===== config.mk =====
export PLATFORM = sky130hd
export DESIGN_NAME = hack_pc_flat
export DESIGN_NICKNAME = d
export VERILOG_FILES = /design/src/rtl/hack_pc_if.sv /design/src/rtl/hack_pc.sv /design/src/flat_wrapper.sv
export SDC_FILE = /design/constraint.sdc
export NUM_CORES = 1
export LEC_CHECK = 0
export CORE_UTILIZATION = 40
export DETAILED_ROUTE_END_ITERATION = 10
export PLACE_DENSITY = 0.69
export SYNTH_ARGS = -nofsm -noshare
export SYNTH_HDL_FRONTEND = slang
export SYNTH_SLANG_ARGS = --single-unit
export TNS_END_PERCENT = 100

===== constraint.sdc =====
create_clock -name clk -period 2.8 [get_ports clk]
set_input_delay 0.28 -clock clk [delete_from_list [all_inputs] [get_ports clk]]
set_output_delay 0.28 -clock clk [all_outputs]
set_load 0.005 [all_outputs]

===== src/rtl/hack_pc_if.sv =====
// Hack PC bus: control inputs from the CPU datapath and the PC outputs.
// The master (CPU side) drives the controls; the slave is the program counter.
interface hack_pc_if #(
   parameter int unsigned WIDTH = 16
);
   logic             stall;
   logic             is_c;
   logic [2:0]       jmp;
   logic             zr;
   logic             ng;
   logic [WIDTH-1:0] target;
   logic [WIDTH-1:0] pc;
   logic             jumped;
   logic             halted;

   modport master (
      output stall, is_c, jmp, zr, ng, target,
      input  pc, jumped, halted
   );

   modport slave (
      input  stall, is_c, jmp, zr, ng, target,
      output pc, jumped, halted
   );
endinterface


===== src/rtl/hack_pc.sv =====
// Hack CPU program counter with jump-condition evaluation, stall and
// detection of the end-of-program idiom (repeated jumps to the current address).
module hack_pc #(
   parameter int unsigned      WIDTH      = 16,
   parameter logic [WIDTH-1:0] RESET_VEC  = '0,
   parameter int unsigned      HALT_COUNT = 2
) (
   input logic     clk,
   input logic     rst_n,
   hack_pc_if.slave bus
);
   typedef enum logic {RUN, HALT} state_t;

   localparam logic [3:0]       HALT_CNT = 4'(HALT_COUNT);
   localparam logic [WIDTH-1:0] PC_ONE   = {{(WIDTH-1){1'b0}}, 1'b1};

   state_t           r_state;
   state_t           w_state_nxt;
   logic [WIDTH-1:0] r_pc;
   logic             r_jumped;
   logic             r_halted;
   logic             w_halted_nxt;
   logic [3:0]       r_cnt;
   logic [3:0]       w_cnt_nxt;
   logic [3:0]       w_cnt_inc;
   logic             w_pos;
   logic             w_take;
   logic             w_self;

   // zr=ng=1 cannot come from the ALU; the formula is applied as-is.
   assign w_pos     = ~bus.zr & ~bus.ng;
   assign w_take    = bus.is_c & ((bus.jmp[2] & bus.ng) | (bus.jmp[1] & bus.zr) | (bus.jmp[0] & w_pos));
   assign w_self    = w_take & (bus.target == r_pc);
   assign w_cnt_inc = r_cnt + 4'd1;

   always_comb begin
      // NOTE: every signal gets a default first, so no path can infer a latch.
      w_state_nxt  = r_state;
      w_cnt_nxt    = r_cnt;
      w_halted_nxt = r_halted;
      unique case (r_state)
         RUN: begin
            if (w_self) begin
               if (w_cnt_inc >= HALT_CNT) begin
                  w_cnt_nxt    = HALT_CNT;
                  w_state_nxt  = HALT;
                  w_halted_nxt = 1'b1;
               end else begin
                  w_cnt_nxt = w_cnt_inc;
               end
            end else begin
               w_cnt_nxt = '0;
            end
         end
         HALT: begin
            if (!w_self) begin
               w_state_nxt  = RUN;
               w_cnt_nxt    = '0;
               w_halted_nxt = 1'b0;
            end
         end
         default: ;
      endcase
   end

   always_ff @(posedge clk) begin
      // NOTE: state registers use non-blocking assignment so every register samples pre-edge values.
      if (!rst_n) begin
         r_pc     <= RESET_VEC;
         r_jumped <= 1'b0;
         r_halted <= 1'b0;
         r_cnt    <= '0;
         r_state  <= RUN;
      end else if (!bus.stall) begin
         r_pc     <= w_take ? bus.target : r_pc + PC_ONE;
         r_jumped <= w_take;
         r_halted <= w_halted_nxt;
         r_cnt    <= w_cnt_nxt;
         r_state  <= w_state_nxt;
      end
   end

   assign bus.pc     = r_pc;
   assign bus.jumped = r_jumped;
   assign bus.halted = r_halted;
endmodule

===== src/flat_wrapper.sv =====
// flat-port wrapper written by rule: the top's interface ports become plain ports
module hack_pc_flat 
#(
   parameter int unsigned      WIDTH      = 16,
   parameter logic [WIDTH-1:0] RESET_VEC  = '0,
   parameter int unsigned      HALT_COUNT = 2
)
  (clk, rst_n, bus_stall, bus_is_c, bus_jmp, bus_zr, bus_ng, bus_target, bus_pc, bus_jumped, bus_halted);
  hack_pc_if #(.WIDTH(WIDTH)) bus_i ();
  input logic clk;
  input logic rst_n;
  input wire logic [$bits(bus_i.stall)-1:0] bus_stall;
  input wire logic [$bits(bus_i.is_c)-1:0] bus_is_c;
  input wire logic [$bits(bus_i.jmp)-1:0] bus_jmp;
  input wire logic [$bits(bus_i.zr)-1:0] bus_zr;
  input wire logic [$bits(bus_i.ng)-1:0] bus_ng;
  input wire logic [$bits(bus_i.target)-1:0] bus_target;
  output wire logic [$bits(bus_i.pc)-1:0] bus_pc;
  output wire logic [$bits(bus_i.jumped)-1:0] bus_jumped;
  output wire logic [$bits(bus_i.halted)-1:0] bus_halted;
  assign bus_i.stall = bus_stall;
  assign bus_i.is_c = bus_is_c;
  assign bus_i.jmp = bus_jmp;
  assign bus_i.zr = bus_zr;
  assign bus_i.ng = bus_ng;
  assign bus_i.target = bus_target;
  assign bus_pc = bus_i.pc;
  assign bus_jumped = bus_i.jumped;
  assign bus_halted = bus_i.halted;
  hack_pc #(.WIDTH(WIDTH), .RESET_VEC(RESET_VEC), .HALT_COUNT(HALT_COUNT)) u_core (.clk(clk), .rst_n(rst_n), .bus(bus_i));
endmodule

==> out/qor.yml, run 1 <==
drc: 0
min_period_over_period: 0.703
rsz0062_at_grt: "false"
power.internal_w: 0.000533
wl_per_cell_um: 13.9
post-route-util: 0.560
die_area_sq_um: 4120
comb_power_share: 0.225
drtIter0Drc: 71
whs_endpoint: "u_core.r_cnt[3]$_SDFFE_PN0P_"
cp.arrival_ps: 2150
fmax_mhz: 508
hold_slack_ps: 474
peakVddDrop_mv: 0.245
finalNetCount: 277
synth_nets: 236
area_growth_pct: 33.8
cts.sinks: 23
cts_hold_buf: 0
avgSynthCellArea_sq_um: 7.43
dp.final_hpwl_mm: 2.93
final_cell_mix: "clkdlybuf4s50_1 (42), nand2_1 (28), dfxtp_1 (23)"
reg2reg_to: "u_core.bus.pc[13]$_SDFFE_PN0N_"
min_path_cells: 2
io_pins: 43
grt_pass1_wl_mm: 6.96
ys_top_cells_by_area: "dfxtp_1 (30%), xnor2_1 (9.1%), nand2_1 (6.8%), a21oi_1 (5.8%), o21ai_0 (5.2%)"
dp_slack_ps: 664
syn_area_sq_um: 1550
seq_area_sq_um: 460
total_leakage_power_nw: 0.667
path_class: "flip-flop to flip-flop"
critPathCaptureType: "flip-flop"
gp_congestion: 0.805
grt-ovfl-total: 0
seqPwrFrac: 0.484
syn_inst: 208
drt-pass1-iter-count: 4
finalWorstSetupSlack_ps: 831
synth_warnings: 0
setup_viol: 0
post_cts_resized: 0
cts_setup_buffers: 0
via_per_inst: 5.58
reg2regPathDepth: 5
tightest_slew_ps: 591
worst-path-max-fanout: 7
yosysTopAreaCell: "dfxtp_1"
ant_nets: 0
cts_tree: "yes"
n_antenna_cell: 0
r2r_slack_ps: 830
finalWirelength_mm: 4.11
dieHeight_um: 64.2
grt_pass1_vias: 1495
min_path_type: "flip-flop to flip-flop"
relSlewSlack: 0.603
worstSetupStartpointType: "flip-flop"
tns_ps: 0
fin_skew_ps: 7.22
sw_frac_of_total: 0.280
ys_seq_area_frac: 0.298
htree_levels: 1
cap_violations: 0
required_ps: 2980
fill_cells: 383
ys_seq_elements: 23
p_sw_w: 0.000207
numCtsBuffers: 3
rows: 22
port-buffer-count: 42
worstReg2RegStart: "u_core.bus.pc[0]$_SDFFE_PN0N_"
pwr_density_cell_nw_per_um2: 358
maxSlewViolCount: 0
clk_pin_slew_ps: 90
fin_crit_ps: 1970
start_util: 0.419
hp-start: "u_core.r_cnt[3]$_SDFFE_PN0P_"
antenna_found_initial: 0
num_vias: 1651
worstSkewPairLatency_ps: 270
grt_usage: 0.214
cts_root_buf: "clkbuf_8"
clockBufferDepth: 2
hold_viol: 0
dieWidth_um: 64.2
ys_types: 38
grt_max_degree: 24
status: "finished clean"
p_clk_frac: 0.291
multi_input_area_sq_um: 1020
layout-drive-gt1-share: 0.0524
synth_top_area_frac: 0.298
core_area_sq_um: 3690
final_common_cell: "clkdlybuf4s50_1"
power by group through the flow:
stage	clock network, W	registers (W)	logic [W]
CTS	0.000220	0.000358	0.000167
global placement	0	0.000366	0.000167
global route	0.000235	0.000361	0.000184
floorplan	0	0.000362	0.0000828
detailed placement	0	0.000366	0.000166
finish	0.000215	0.000358	0.000167
worst max-delay path: stages (launching register included):
cell	delay, ps
dfxtp_1	490
and3_1	200
nand3_1	180
or4b_4	560
o31a_1	270
o32ai_2	180
per-stage QoR:
stage	cells	power, W	area, sq um
floorplan	208	0.000445	1550
detailed placement	292	0.000532	2020
global route	296	0.000780	2070
CTS	296	0.000745	2070
finish	296	0.000740	2070
global placement	292	0.000532	2020
per-layer routing:
| layer | part of all wire | global-route usage | vias to the layer above |
|---|---|---|---|
| li1 | - | - | 832 |
| met1 | 0.47 | 0.293 | 775 |
| met2 | 0.47 | 0.351 | 42 |
| met3 | 0.056 | 0.0339 | 2 |
| met4 | 0.0061 | 0.0444 | 0 |
| met5 | 0 | 0 | - |
registers in the layout, indices dropped and copies added, names as in the netlist:
name and count:
u_core.r_cnt 4, u_core.bus.halted 1, u_core.r_state 1, u_core.bus.pc 16
u_core.bus.jumped 1
kinds of logic (layout without fill, tap and decap cells):
| kind of cell | after synthesis | after routing | synth area share |
|---|---|---|---|
| buffers and inverters | 16 | 56 | 0.0389 |
| DFF | 23 | 23 | 0.298 |
| xor gates and xnor gates | 16 | 16 | 0.0907 |
| and+or+nand+nor | 88 | 88 | 0.296 |
| adders and majority gates | 3 | 3 | 0.0243 |
| AOI/OAI and AO/OA | 62 | 62 | 0.253 |
how the worst max path moves through the flow:
stage	startpoint	endpoint	slack [ps]
after floorplan	u_core.bus.pc[8]$_SDFFE_PN0N_	u_core.bus.pc[13]$_SDFFE_PN0N_	980
after global placement	bus_target[8]	u_core.r_cnt[1]$_SDFFE_PN0P_	700
after detailed placement	bus_target[8]	u_core.r_cnt[1]$_SDFFE_PN0P_	660
after CTS	u_core.bus.pc[8]$_SDFFE_PN0N_	u_core.bus.pc[13]$_SDFFE_PN0N_	840
after global routing	bus_target[15]	u_core.r_cnt[1]$_SDFFE_PN0P_	710
final	u_core.bus.pc[0]$_SDFFE_PN0N_	u_core.bus.pc[13]$_SDFFE_PN0N_	830
synthesized netlist by cell type, drive strengths merged:
| cell type | n |
|---|---|
| o211ai | 1 |
| o22ai | 1 |
| dfxtp | 23 |
| or3 | 2 |
| o31a | 3 |
| and4 | 1 |
| nor2 | 15 |
| nand4b | 1 |
| and2 | 6 |
| nand3b | 3 |
| a21oi | 18 |
| a21o | 6 |
| a31oi | 5 |
| o32ai | 1 |
| xnor2 | 16 |
| a21boi | 1 |
| a22o | 1 |
| nand3 | 4 |
| ha | 3 |
| nor3 | 7 |
| a311oi | 1 |
| o211a | 1 |
| nor3b | 1 |
| and3 | 3 |
| o21a | 4 |
| nand2b | 1 |
| nand4 | 11 |
| or4b | 1 |
| inv | 5 |
| nor4 | 4 |
| o41ai | 1 |
| clkbuf | 11 |
| o21ai | 17 |
| nand2 | 28 |
| a221oi | 1 |
cell type report:
type,count,area share
multi-input combinational,169,0.496
sequential,23,0.223
timing repair buffer,47,0.222
tap,48,0.0291
clock buffer,4,0.0218
inverter,5,0.00908
(Power assumes the default switching activity.)
==> inputs of run 2 (changes only) <==
Settings changed: PLACE_DENSITY 0.69 to 0.71.
Clock period 2.8 ns to 1.6 ns, I/O delays scaled along.
==> run 2 against run 1 <==
  * The run now ends with negative setup slack left
  * Global-route usage increased by 1.5 points
  * Sequential cell count unchanged
  * Power increased by 90%
  * Sequential share of layout area decreased by 3.6 points
  * Non-clock buffer count increased by 33
  * Largest cell class unchanged
==> out/qor.yml, run 2 (synthesized netlist as in run 1, its figures left out) <==
status: "finished, violations left"  # was finished clean
violations: "negative setup slack"
finalWorstSetupSlack_ps: -190  # was 831 ps
p_clk_frac: 0.272  # was 0.291
rows: 22  # unchanged
maxSlewViolCount: 0  # unchanged
ant_nets: 0  # unchanged
finalNetCount: 310  # was 277
drt-pass1-iter-count: 4  # unchanged
n_antenna_cell: 0  # unchanged
start_util: 0.419  # unchanged
tightest_slew_ps: 595  # was 591 ps
final_common_cell: "clkdlybuf4s50_1"  # unchanged
grt_max_degree: 25  # was 24
min_path_type: "flip-flop to flip-flop"  # unchanged
antenna_found_initial: 0  # unchanged
dpl_cell_area_sq_um: 2310  # was 2020 sq um
dieWidth_um: 64.2  # unchanged
worstSkewPairLatency_ps: 270  # about the same
area_growth_pct: 64.9  # was 33.8%
comb_power_share: 0.295  # was 0.225
die_area_sq_um: 4120  # unchanged
final_cell_mix: "clkdlybuf4s50_1 (42), buf_4 (32), nand2_1 (28)"  # was clkdlybuf4s50_1 (42), nand2_1 (28), dfxtp_1 (23)
final_cell_area_sq_um: 2550  # was 2070 sq um
relSlewSlack: 0.603  # about the same
layout-drive-gt1-share: 0.267  # was 0.0524
grt_pass1_vias: 1584  # was 1495
hold_slack_ps: 472  # was 474 ps
dp_slack_ps: -241  # was 664 ps
power.internal_w: 0.00100  # was 0.000533 W
crit_path_cell_trace: "and3_4, and4_4, or4b_4, buf_4, o41ai_2, nor3_1"  # was and3_1, nand3_1, or4b_4, o31a_1, o32ai_2
wl_per_cell_um: 14.5  # was 13.9 um
finalWirelength_mm: 4.76  # was 4.11 mm
rsz0062_at_grt: "true"  # was false
cts_tree: "yes"  # unchanged
power_w: 0.00140  # was 0.000740 W
cts.sinks: 23  # unchanged
worstReg2RegStart: "u_core.bus.pc[9]$_SDFFE_PN0N_"  # was u_core.bus.pc[0]$_SDFFE_PN0N_
sw_frac_of_total: 0.288  # was 0.280
dp.final_hpwl_mm: 3.30  # was 2.93 mm
cp.arrival_ps: 1950  # was 2150 ps
peakVddDrop_mv: 0.466  # was 0.245 mV
htree_levels: 1  # unchanged
p_sw_w: 0.000404  # was 0.000207 W
grt_pass1_wl_mm: 7.36  # was 6.96 mm
drc: 0  # unchanged
min_period_over_period: 1.12  # was 0.703
seq_area_sq_um: 475  # was 460 sq um
cpMaxStageDelayCell: "or4b_4"  # unchanged
largest_reg_flops: 16  # unchanged
grt_usage: 0.229  # was 0.214
setup_viol: 3  # was 0
total_leakage_power_nw: 0.904  # was 0.667 nW
core_area_sq_um: 3690  # unchanged
path_class: "flip-flop to flip-flop"  # unchanged
io_pins: 43  # unchanged
cts_root_buf: "clkbuf_8"  # unchanged
worst-path-max-fanout: 4  # was 7
numCtsBuffers: 3  # unchanged
multi_input_area_sq_um: 1180  # was 1020 sq um
port-buffer-count: 42  # unchanged
clk_pin_slew_ps: 90  # about the same
fill_cells: 315  # was 383
worstSetupStartpointType: "flip-flop"  # unchanged
grt-ovfl-total: 0  # unchanged
seqPwrFrac: 0.433  # was 0.484
num_vias: 1825  # was 1651
cp_slowest_stage_delay_ps: 480  # was 560 ps
cap_violations: 0  # unchanged
dieHeight_um: 64.2  # unchanged
fin_crit_ps: 1790  # was 1970 ps
hp-start: "u_core.r_cnt[2]$_SDFFE_PN0P_"  # was u_core.r_cnt[3]$_SDFFE_PN0P_
pwr_density_cell_nw_per_um2: 551  # was 358 nW/um^2
clockBufferDepth: 2  # unchanged
gp_congestion: 0.842  # was 0.805
required_ps: 1760  # was 2980 ps
fmax_mhz: 559  # was 508 MHz
via_per_inst: 5.55  # was 5.58
critPathCaptureType: "flip-flop"  # unchanged
startpoint: "u_core.bus.pc[9]$_SDFFE_PN0N_"  # was u_core.bus.pc[0]$_SDFFE_PN0N_
drtIter0Drc: 103  # was 71
hold_viol: 0  # unchanged
fin_skew_ps: 2.48  # was 7.22 ps
-- run 2: cell types whose count changed in the layout (fill, tap and decap cells not counted), moves of 4 or more --
cell / change
buf_12: +4
xnor2_2: +6
dfxtp_1: -8
xnor2_1: -7
buf_4: +27
dfxtp_2: +6
-- run 2: power by group through the flow --
stage | clock (W) | sequential [W] | combinational [W]
after floorplan | 0 | 0.000632 | 0.000145
after global placement | 0 | 0.000619 | 0.000372
after CTS | 0.000385 | 0.000606 | 0.000381
final | 0.000382 | 0.000608 | 0.000414
after detailed placement | 0 | 0.000619 | 0.000373
after global routing | 0.000411 | 0.000610 | 0.000446
-- run 2: metal layers --
layer / vias to the layer above / wire length (um) / track usage
met4: 0 / 35 / 0.0500
met5: - / 0 / 0
li1: 903 / - / -
met3: 5 / 234 / 0.0321
met1: 868 / 2310 / 0.324
met2: 49 / 2180 / 0.366
-- run 2: critical path: cells and delay by family, from the launching register on --
family | cells | cell delay (ps)
AO/OA/AOI/OAI | 1 | 220
AND/OR/NAND/NOR | 4 | 960
flip-flops | 1 | 360
buffers and inverters | 1 | 160
-- run 2: what timing repair did --
item	CTS	global route
hold buffers	0	0
setup buffers	0	3
pin swaps	4	14
endpoints found under the setup margin	8	21
resized for setup	5	27
-- run 2: through the flow --
stage,setup TNS (ps),util,instances
6_report,-384,0.691,329
4_1_cts,-353,0.647,326
3_3_place_gp,-2790,0.627,322
2_1_floorplan,-268,-,208
5_1_grt,-767,0.691,329
3_5_place_dp,-3700,0.627,322
-- run 2: path summary, 6_finish.rpt --
check / slack [ps] / end / cells past startpoint
worst min-delay path: 470 / u_core.r_cnt[2]$_SDFFE_PN0P_ / 2
worst max-delay path: -190 / u_core.bus.pc[15]$_SDFFE_PN0N_ / 6
worst max register to register: -190 / u_core.bus.pc[15]$_SDFFE_PN0N_ / 6
worst min register to register: 470 / u_core.r_cnt[2]$_SDFFE_PN0P_ / 2
-- run 2: area by class of cell --
cell class              instances  area share
clock buffers                   3      0.0162
clock inverters                 1     0.00196
flip-flops and latches         23       0.187
repair buffers                 80       0.300
multi-input cells             169       0.465
well taps                      48      0.0236
inverters                       5     0.00737
==> inputs of run 3 (changes only) <==
Settings changed: CORE_UTILIZATION 40 to 25, MAX_ROUTING_LAYER from default to met4, PLACE_DENSITY 0.71 to default, SLEW_MARGIN from default to 15.
==> run 3 against run 2 <==
  * The flow still finishes with violations (negative setup slack)
  * Sequential share of layout area is 0.65 points lower
  * Critical path depth is 1 lower
  * Worst hold slack worse by 6.1 ps
  * First-iteration DRC count is 5.8% higher
  * Die area is 58% higher
  * Cell area is 3.6% higher
  * Setup slack better by 6.0 ps
  * Core utilization is 25 points lower
  * Wire length is 6.2% higher
  * Critical path type unchanged
  * Largest power group unchanged
==> out/qor.yml, run 3 (synthesized netlist as in run 1, its figures left out) <==
layout-drive-gt1-share: 0.290  # was 0.267
io_pins: 43  # unchanged
required_ps: 1780  # was 1760 ps
worstSkewPairLatency_ps: 260  # was 270 ps
largest_reg_flops: 16  # unchanged
maxSlewViolCount: 0  # unchanged
numCtsBuffers: 3  # unchanged
fmax_mhz: 560  # was 559 MHz
num_vias: 1806  # was 1825
via_per_inst: 4.95  # was 5.55
cts_tree: "yes"  # unchanged
fill_cells: 613  # was 315
final_cell_mix: "clkdlybuf4s50_1 (40), buf_4 (40), nand2_1 (28)"  # was clkdlybuf4s50_1 (42), buf_4 (32), nand2_1 (28)
tightest_slew_ps: 634  # was 595 ps
drc: 0  # unchanged
startpoint: "u_core.bus.pc[9]$_SDFFE_PN0N_"  # unchanged
n_antenna_cell: 0  # unchanged
peakVddDrop_mv: 0.306  # was 0.466 mV
grt_pass1_wl_mm: 7.74  # was 7.36 mm
grt-ovfl-total: 0  # unchanged
finalNetCount: 319  # was 310
grt_pass1_vias: 1604  # was 1584
fin_crit_ps: 1780  # was 1790 ps
cap_violations: 0  # unchanged
dp.final_hpwl_mm: 3.56  # was 3.30 mm
wl_per_cell_um: 13.8  # was 14.5 um
core_area_sq_um: 5960  # was 3690 sq um
rows: 28  # was 22
ant_nets: 0  # unchanged
port-buffer-count: 42  # unchanged
worstReg2RegStart: "u_core.bus.pc[9]$_SDFFE_PN0N_"  # unchanged
dp_slack_ps: -261  # was -241 ps
finalWorstSetupSlack_ps: -184  # was -190 ps
cpMaxStageDelayCell: "or4b_4"  # unchanged
critPathCaptureType: "flip-flop"  # unchanged
cts_root_buf: "clkbuf_8"  # unchanged
dpl_cell_area_sq_um: 2410  # was 2310 sq um
grt_usage: 0.160  # was 0.229
dieHeight_um: 80.6  # was 64.2 um
final_cell_area_sq_um: 2640  # was 2550 sq um
finalWirelength_mm: 5.06  # was 4.76 mm
setup_viol: 3  # unchanged
die_area_sq_um: 6500  # was 4120 sq um
power_w: 0.00141  # was 0.00140 W
path_class: "flip-flop to flip-flop"  # unchanged
worstSetupStartpointType: "flip-flop"  # unchanged
drt-pass1-iter-count: 4  # unchanged
hold_viol: 0  # unchanged
htree_levels: 1  # unchanged
drtIter0Drc: 109  # was 103
grt_max_degree: 24  # was 25
hp-start: "u_core.r_cnt[2]$_SDFFE_PN0P_"  # unchanged
min_path_type: "flip-flop to flip-flop"  # unchanged
relSlewSlack: 0.577  # was 0.603
fin_skew_ps: 1.25  # was 2.48 ps
crit_path_cell_trace: "and3_4, and4_4, or4b_4, o31a_1, o32ai_2"  # was and3_4, and4_4, or4b_4, buf_4, o41ai_2, nor3_1
clk_pin_slew_ps: 80  # was 90 ps
cts.sinks: 23  # unchanged
gp_congestion: 0.843  # was 0.842
rsz0062_at_grt: "true"  # unchanged
min_period_over_period: 1.12  # about the same
cp_slowest_stage_delay_ps: 500  # was 480 ps
worst-path-max-fanout: 4  # unchanged
area_growth_pct: 70.9  # was 64.9%
pwr_density_cell_nw_per_um2: 535  # was 551 nW/um^2
status: "finished, violations left"  # unchanged
cp.arrival_ps: 1960  # was 1950 ps
antenna_found_initial: 0  # unchanged
start_util: 0.259  # was 0.419
violations: "negative setup slack"  # unchanged
total_leakage_power_nw: 0.969  # was 0.904 nW
dieWidth_um: 80.6  # was 64.2 um
clockBufferDepth: 2  # unchanged
-- run 3: critical path: cells and delay by family (launching register included) --
kind,cells,cell delay [ps]
simple gates,3,900
compound gates,2,460
flops,1,350
-- run 3: cell type report --
type / count / area, sq um / share of cell area
Clock buffer: 3 / 41.3 / 0.0156
Clock inverter: 1 / 5.00 / 0.00190
Inverter: 5 / 18.8 / 0.00711
Multi-Input combinational cell: 169 / 1160 / 0.440
Sequential cell: 23 / 475 / 0.180
Tap cell: 75 / 93.8 / 0.0355
Timing Repair Buffer: 89 / 845 / 0.320
-- run 3: repair_timing --
action                     in CTS  in global routing
hold buffers                    0                  0
gates cloned                    0                  1
gates resized for setup        12                 21
pin swaps                       5                 11
buffers inserted                0                  1
setup endpoints to repair       9                 15
-- run 3: stage by stage --
step           cells   util  TNS [ps]  hold slack [ps]
3_5_place_dp     359  0.404     -3400              453
3_3_place_gp     359  0.404     -2910              447
5_1_grt          365  0.443     -1080              492
6_report         365  0.443      -301              466
2_1_floorplan    208      -      -268              319
4_1_cts          363  0.424      -357              466
-- run 3: report_power, final --
part	switching [W]	internal [W]	leakage, nW	total (W)
sequential	0.0000146	0.000592	0.191	0.000606
clock	0.000192	0.000174	0.0255	0.000366
combinational	0.000188	0.000252	0.752	0.000440
-- run 3: per-layer routing --
layer / routed length, um / vias to the layer above / track usage
li1: - / 918 / -
met1: 2440 / 837 / 0.229
met2: 2270 / 49 / 0.235
met3: 317 / 2 / 0.0182
met4: 29 / 0 / 0.0429
met5: 0 / - / -
-- run 3: path summary, 6_finish.rpt --
kind              slack (ps)  cells after the start                        endpoint
setup / recovery        -180                      5  u_core.bus.pc[13]$_SDFFE_PN0N_
hold / removal           470                      2    u_core.r_cnt[2]$_SDFFE_PN0P_
setup reg to reg        -180                      5  u_core.bus.pc[13]$_SDFFE_PN0N_
hold reg to reg          470                      2    u_core.r_cnt[2]$_SDFFE_PN0P_
